`src/rtl/contrast_stage.sv`:
```
// contrast_stage: debounced two-key gain control (0..15, unity 8) and a 2-stage per-channel contrast pipeline.
// Build option CONTRAST_REPEAT_EN adds auto-repeat stepping while a key stays pressed.

module contrast_key #(
    parameter int DEBOUNCE_CYCLES = 500000,
    parameter int REPEAT_CYCLES   = 12500000
) (
    input  logic clk,
    input  logic reset,
    input  logic i_key_n,
    output logic o_step
);
    localparam int DW = $clog2(DEBOUNCE_CYCLES + 1);

    if (DEBOUNCE_CYCLES < 2 || REPEAT_CYCLES < 2) begin : g_bad_param
        $error("contrast_key: DEBOUNCE_CYCLES and REPEAT_CYCLES must be at least 2");
    end

    logic          r_sync1, r_sync2, r_deb, r_step;
    logic [DW-1:0] r_deb_cnt;
    logic          w_differ, w_flip, w_rep_fire;

    assign w_differ = (r_sync2 != r_deb);
    assign w_flip   = w_differ && (r_deb_cnt == DW'(DEBOUNCE_CYCLES - 1));

`ifdef CONTRAST_REPEAT_EN
    localparam int RW = $clog2(REPEAT_CYCLES + 1);
    logic [RW-1:0] r_rep_cnt;

    assign w_rep_fire = !r_deb && (r_rep_cnt == RW'(REPEAT_CYCLES - 1));

    // Runs only while the debounced state is pressed; release clears it.
    always_ff @(posedge clk) begin
        if (reset || r_deb || w_rep_fire)
            r_rep_cnt <= '0;
        else
            r_rep_cnt <= r_rep_cnt + RW'(1);
    end
`else
    assign w_rep_fire = 1'b0;
`endif

    always_ff @(posedge clk) begin
        if (reset) begin
            r_sync1   <= 1'b1;
            r_sync2   <= 1'b1;
            r_deb     <= 1'b1;
            r_deb_cnt <= '0;
            r_step    <= 1'b0;
        end else begin
            r_sync1 <= i_key_n;
            r_sync2 <= r_sync1;
            // A flip while currently released is a debounced press.
            r_step  <= (w_flip && r_deb) || w_rep_fire;
            if (w_flip) begin
                r_deb     <= ~r_deb;
                r_deb_cnt <= '0;
            end else if (w_differ) begin
                r_deb_cnt <= r_deb_cnt + DW'(1);
            end else begin
                r_deb_cnt <= '0;
            end
        end
    end

    assign o_step = r_step;
endmodule

module contrast_stage #(
    parameter int DEBOUNCE_CYCLES = 500000,
    parameter int REPEAT_CYCLES   = 12500000
) (
    input  logic       clk,
    input  logic       reset,
    input  logic       in_valid,
    input  logic [7:0] r_in,
    input  logic [7:0] g_in,
    input  logic [7:0] b_in,
    input  logic       key_up,
    input  logic       key_dn,
    output logic       out_valid,
    output logic [7:0] r_out,
    output logic [7:0] g_out,
    output logic [7:0] b_out,
    output logic [3:0] level
);
    logic w_up, w_dn;

    contrast_key #(.DEBOUNCE_CYCLES(DEBOUNCE_CYCLES), .REPEAT_CYCLES(REPEAT_CYCLES)) u_key_up (
        .clk(clk), .reset(reset), .i_key_n(key_up), .o_step(w_up)
    );
    contrast_key #(.DEBOUNCE_CYCLES(DEBOUNCE_CYCLES), .REPEAT_CYCLES(REPEAT_CYCLES)) u_key_dn (
        .clk(clk), .reset(reset), .i_key_n(key_dn), .o_step(w_dn)
    );

    logic [3:0] r_level;

    always_ff @(posedge clk) begin
        if (reset)
            r_level <= 4'd8;
        else if (w_up && !w_dn && r_level != 4'd15)
            r_level <= r_level + 4'd1;
        else if (w_dn && !w_up && r_level != 4'd0)
            r_level <= r_level - 4'd1;
    end

    logic        [7:0]  w_pix   [3];
    logic signed [12:0] w_d     [3];
    logic signed [12:0] w_p     [3];
    logic signed [12:0] w_y     [3];
    logic        [7:0]  w_clamp [3];
    logic signed [12:0] r_p     [3];
    logic        [7:0]  r_y     [3];
    logic               r_v1, r_v2;

    assign w_pix[0] = r_in;
    assign w_pix[1] = g_in;
    assign w_pix[2] = b_in;

    // 13 bits covers -128*15 .. 127*15; the shift floors toward -inf.
    always_comb begin
        for (int c = 0; c < 3; c++) begin
            w_d[c] = $signed({5'b0, w_pix[c]}) - 13'sd128;
            w_p[c] = w_d[c] * $signed({9'b0, r_level});
            w_y[c] = 13'sd128 + (r_p[c] >>> 3);
            if (w_y[c][12])
                w_clamp[c] = 8'd0;
            else if (w_y[c] > 13'sd255)
                w_clamp[c] = 8'd255;
            else
                w_clamp[c] = w_y[c][7:0];
        end
    end

    always_ff @(posedge clk) begin
        if (reset) begin
            r_v1 <= 1'b0;
            r_v2 <= 1'b0;
            for (int c = 0; c < 3; c++) begin
                r_p[c] <= '0;
                r_y[c] <= '0;
            end
        end else begin
            r_v1 <= in_valid;
            r_v2 <= r_v1;
            for (int c = 0; c < 3; c++) begin
                if (in_valid) r_p[c] <= w_p[c];
                if (r_v1)     r_y[c] <= w_clamp[c];
            end
        end
    end

    assign out_valid = r_v2;
    assign r_out     = r_y[0];
    assign g_out     = r_y[1];
    assign b_out     = r_y[2];
    assign level     = r_level;
endmodule

```
`config.mk`:
```
export PLATFORM = sky130hd
export DESIGN_NAME = contrast_stage
export DESIGN_NICKNAME = d
export VERILOG_FILES = /design/src/rtl/contrast_stage.sv
export SDC_FILE = /design/constraint.sdc
export NUM_CORES = 1
export LEC_CHECK = 0
export CAP_MARGIN = 25
export CORE_ASPECT_RATIO = 1.75
export CORE_UTILIZATION = 35
export DETAILED_ROUTE_END_ITERATION = 8
export PLACE_DENSITY = 0.64
export SLEW_MARGIN = 20
export SYNTH_ARGS = -nofsm -noshare
export SYNTH_HDL_FRONTEND = slang
export SYNTH_SLANG_ARGS = --single-unit
```
`constraint.sdc`:
```
create_clock -name clk -period 3.6 [get_ports clk]
set_clock_uncertainty 0.05 [all_clocks]
set_input_delay 0.72 -clock clk [delete_from_list [all_inputs] [get_ports clk]]
set_output_delay 0.72 -clock clk [all_outputs]
set_load 0.05 [all_outputs]
```
==> metrics.csv <==
stage,metric,value,unit
power,intPower,0.00199,W
layout,area_added_between_synthesis_and_finish,31.4,%
clock_tree,clock_sinks,106,
synth,ys_top_cells_by_area,"edfxtp_1 (20%), dfxtp_1 (13%), fa_1 (13%), ha_1 (12%), inv_1 (5.6%)",
synth,synth_enable_flop_cells,54,
timing,timing.final.hold_violations,0,
floorplanning,floorplan.initialDensity,35.9,%
clock_tree,cts_hold_buf,0,
synth,syn_area_per_cell,9.61,um^2
synth,synth_largest_area_cell,edfxtp_1,
hold_path,hold_start,u_key_up.r_sync1$_SDFF_PP1_,
clock_tree,ctsHtreeMaxLevel,3,
detailed_routing,vias,6147,
floorplanning,die_area,24000,um^2
synth,yosys_most_used_dff,edfxtp_1,
power,fin_total_pwr,0.00272,W
layout,commonest_non_fill_non_tap_cells_in_the_layout,"inv_1 (107), buf_4 (96), nor2_1 (76), edfxtp_1 (54), and2_1 (52)",
floorplanning,chipHeight,204,um
detailed_routing,drtPass1Iterations,4,
setup_path,criticalPathCategory,in -> reg,
run_status,run_status,completed,
setup_path,worstPathArrival,3.57,ns
setup_path,delay_of_the_slowest_cell_on_the_worst_path,0.56,ns
power,p_comb_share,16.2,%
timing,layout_worst_path_cycle_share,98.0,%
power,leakagePower,4.72,nW
synth,yosys.cell_types.count,49,
synth,synth-seq-area-share,32.5,%
power,clkPwrFrac,34.4,%
setup_path,crit_start_category,input port,
setup_path,critical_path.max_fanout,4,
setup_path,r2r-start,level[2]$_SDFFE_PP0P_,
floorplanning,die_w,118,um
detailed_routing,detail_route.drc_violations,0,
synth,post_synth_instance_area,8190,um^2
detailed_routing,detail_route.vias_per_cell,4.70,
global_route,grt_start_max_net_pins,31,
detailed_routing,route.final.wire_length,17400,um
timing,post-route-min-period,3.53,ns
setup_path,cpMaxStageDelayCell,fa_1,
global_route,antenna_found_initial,0,
power,maximum_resistive_drop_on_vdd,0.182,mV
setup_path,worst_path_dominant_cell_family,adder cells,
setup_path,worst_path_buf_inv,3,
timing,rsz0062_at_grt,true,
timing,final_max_slew_viol_count,0,
timing,finalSetupTns,0,ns
global_route,globalRoute.totalOverflow,0,
clock_tree,clock_latency,0.35,ns
layout,num_antenna_cells,0,
clock_tree,cts_inserted_buffers,9,
detailed_routing,drtIter0Drc,233,
place,portBuffers,57,
synth,yosys_register_bits,106,
synth,synth_warnings,0,
synth,postSynthCellCount,852,
power,total_switching_power,0.000731,W
synth,synth_fp_nets,1009,
flow_run,maxCapViolations,0,
clock_tree,cts_tree,done,
layout,mostFrequentLayoutCell,inv_1,
global_route,grt_pass1_vias,6286,
global_route,grt_pass1_wl,28400,um
setup_path,setup.worst_path.start,g_in[1],
setup_path,critical_path.endpoint_type,flop,
floorplanning,placement_rows,73,
clock_tree,clk_root_buffer_cell,clkbuf_16,
timing,clock.fmax,283,MHz
layout,total_of_fill_cells_in_the_finished_design,2176,
power,seq_power_share,49.4,%
setup_path,path_cells,buf_8 -> and2_4 -> ha_4 -> inv_2 -> fa_1 -> fa_1 -> inv_2 -> ha_4 -> nor2b_4 -> o31a_1 -> o31ai_2 -> a31o_2 -> a21oi_2,
detailed_routing,drt.antenna.violating_nets,0,
timing,finalSetupViolations,0,
hold_path,worst_hold_path_type,reg -> reg,
clock_tree,worst_setup_hold_path_clk_slew,0.08,ns
timing,pin_slew_with_the_least_headroom_to_its_limit,0.681,ns
detailed_routing,routedWlPerCell,13.3,um
timing,max_slew_margin,54.2,%
setup_path,crit_required,3.64,ns
floorplanning,io_pins,58,
synth,postSynth.asyncResetShare,0,%
floorplanning,core_area,22800,um^2
power,cellPowerDensity,253,nW/um^2
power,swShare,26.8,%
clock_tree,cts_max_path_buffers,2,
layout,finish.net_count,1159,
place,dpl.hpwl,13300,um
global_route,grt_usage,14.5,%
synth,synth_top_area_share,19.8,%
place,finalWeightedCongestion,0.812,
layout,final_layout_size_suffix_gt1_share,24.0,%
-- per-layer routing --
| layer | GRT usage [%] | share of wire (%) | vias up |
|---|---|---|---|
| li1 | - | - | 3129 |
| met3 | 1.26 | 1.8 | 21 |
| met4 | 5.91 | 2.3 | 0 |
| met1 | 15.7 | 40 | 2922 |
| met5 | 0 | 0 | - |
| met2 | 28.5 | 56 | 75 |
-- worst reg2reg max path, cell delays in order (launching register included) --
cell and delay (ns):
dfxtp_4 0.46, buf_16 0.19, and2_4 0.17, ha_4 0.20
fa_1 0.51, inv_1 0.05, fa_1 0.49, inv_2 0.05
ha_4 0.24, a21o_1 0.19, a21o_1 0.17, a21o_1 0.22
mux2i_1 0.17, nand3_1 0.09
-- power groups by stage --
stage / Clock [W] / Sequential, W / Combinational, W
finish: 0.000938 / 0.00135 / 0.000441
floorplan: 0 / 0.00144 / 0.000186
global route: 0.00102 / 0.00135 / 0.000483
global placement: 0 / 0.00137 / 0.000419
CTS: 0.000969 / 0.00135 / 0.000431
detailed placement: 0 / 0.00137 / 0.000424
-- synthesized netlist by cell type, types with 17 or more instances --
library cell and n:
a21o_1 18, o21a_1 26, nor2_1 76, clkbuf_1 17
ha_1 76, inv_1 123, edfxtp_1 54, dfxtp_1 52
and2_1 64, a21oi_1 18, nand4_1 19, nand3_1 24
nand2_1 43, xor2_1 25, fa_1 52, xnor2_1 37
-- state kept, by name, summed over array words and instances, names as in the netlist --
signal,count
u_key_dn.o_step,1
u_key_up.r_deb_cnt,19
u_key_dn.r_deb_cnt,19
u_key_dn.r_sync2,1
r_y,24
out_valid,1
r_p,30
r_v1,1
u_key_up.r_sync2,1
u_key_dn.r_deb,1
level,4
u_key_up.r_deb,1
u_key_up.o_step,1
u_key_up.r_sync1,1
u_key_dn.r_sync1,1
-- cell type report --
class	count	area (um^2)	share of cell area, %
clock buffer	9	225	2.09
inverter	123	462	4.29
tap	300	375	3.49
multi-input combinational	603	5590	52.0
timing repair buffer	159	1370	12.8
clock inverter	7	60.1	0.558
sequential	106	2670	24.8
-- through the flow --
stage	setup WS [ns]	cells	utilization (%)	instance area, um^2	hold slack (ns)
5_1_grt	-0.0406	1307	47.1	10800	0.402
2_1_floorplan	0.00104	852	-	8410	0.339
3_5_place_dp	-0.631	1278	43.5	9920	0.351
6_report	0.0722	1307	47.1	10800	0.393
4_1_cts	0.000718	1296	45.7	10400	0.391
3_3_place_gp	-0.580	1278	43.5	9920	0.358
-- what timing repair did --
action / 4_1_cts / 5_1_grt
cloned: 0 / 0
pin swaps: 38 / 57
setup buffers: 2 / 11
endpoints found under the setup margin: 19 / 18
resized for setup: 63 / 62
-- logic make-up (layout without fill, tap and decap cells) --
| kind of cell | after synthesis | in the layout | share of synthesized area [%] |
|---|---|---|---|
| AND/OR/NAND/NOR | 298 | 298 | 19.2 |
| AO/OA/AOI/OAI | 108 | 108 | 9.60 |
| buffers and inverters | 143 | 298 | 6.83 |
| XOR/XNOR | 62 | 62 | 6.63 |
| multiplexers | 7 | 7 | 0.856 |
| flip-flops | 106 | 106 | 32.5 |
| adder cells (fa/ha/maj) | 128 | 128 | 24.3 |
-- path summary, 6_finish.rpt --
check                           endpoint  slack, ns  cells after the start
max reg2reg     r_p[0][24]$_SDFFCE_PN0P_       0.11                     13
min          u_key_up.r_sync2$_SDFF_PP1_       0.39                      1
min reg2reg  u_key_up.r_sync2$_SDFF_PP1_       0.39                      1
max             r_p[0][25]$_SDFFCE_PN0P_       0.07                     13
No activity file was read; power rests on OpenSTA's default activity.
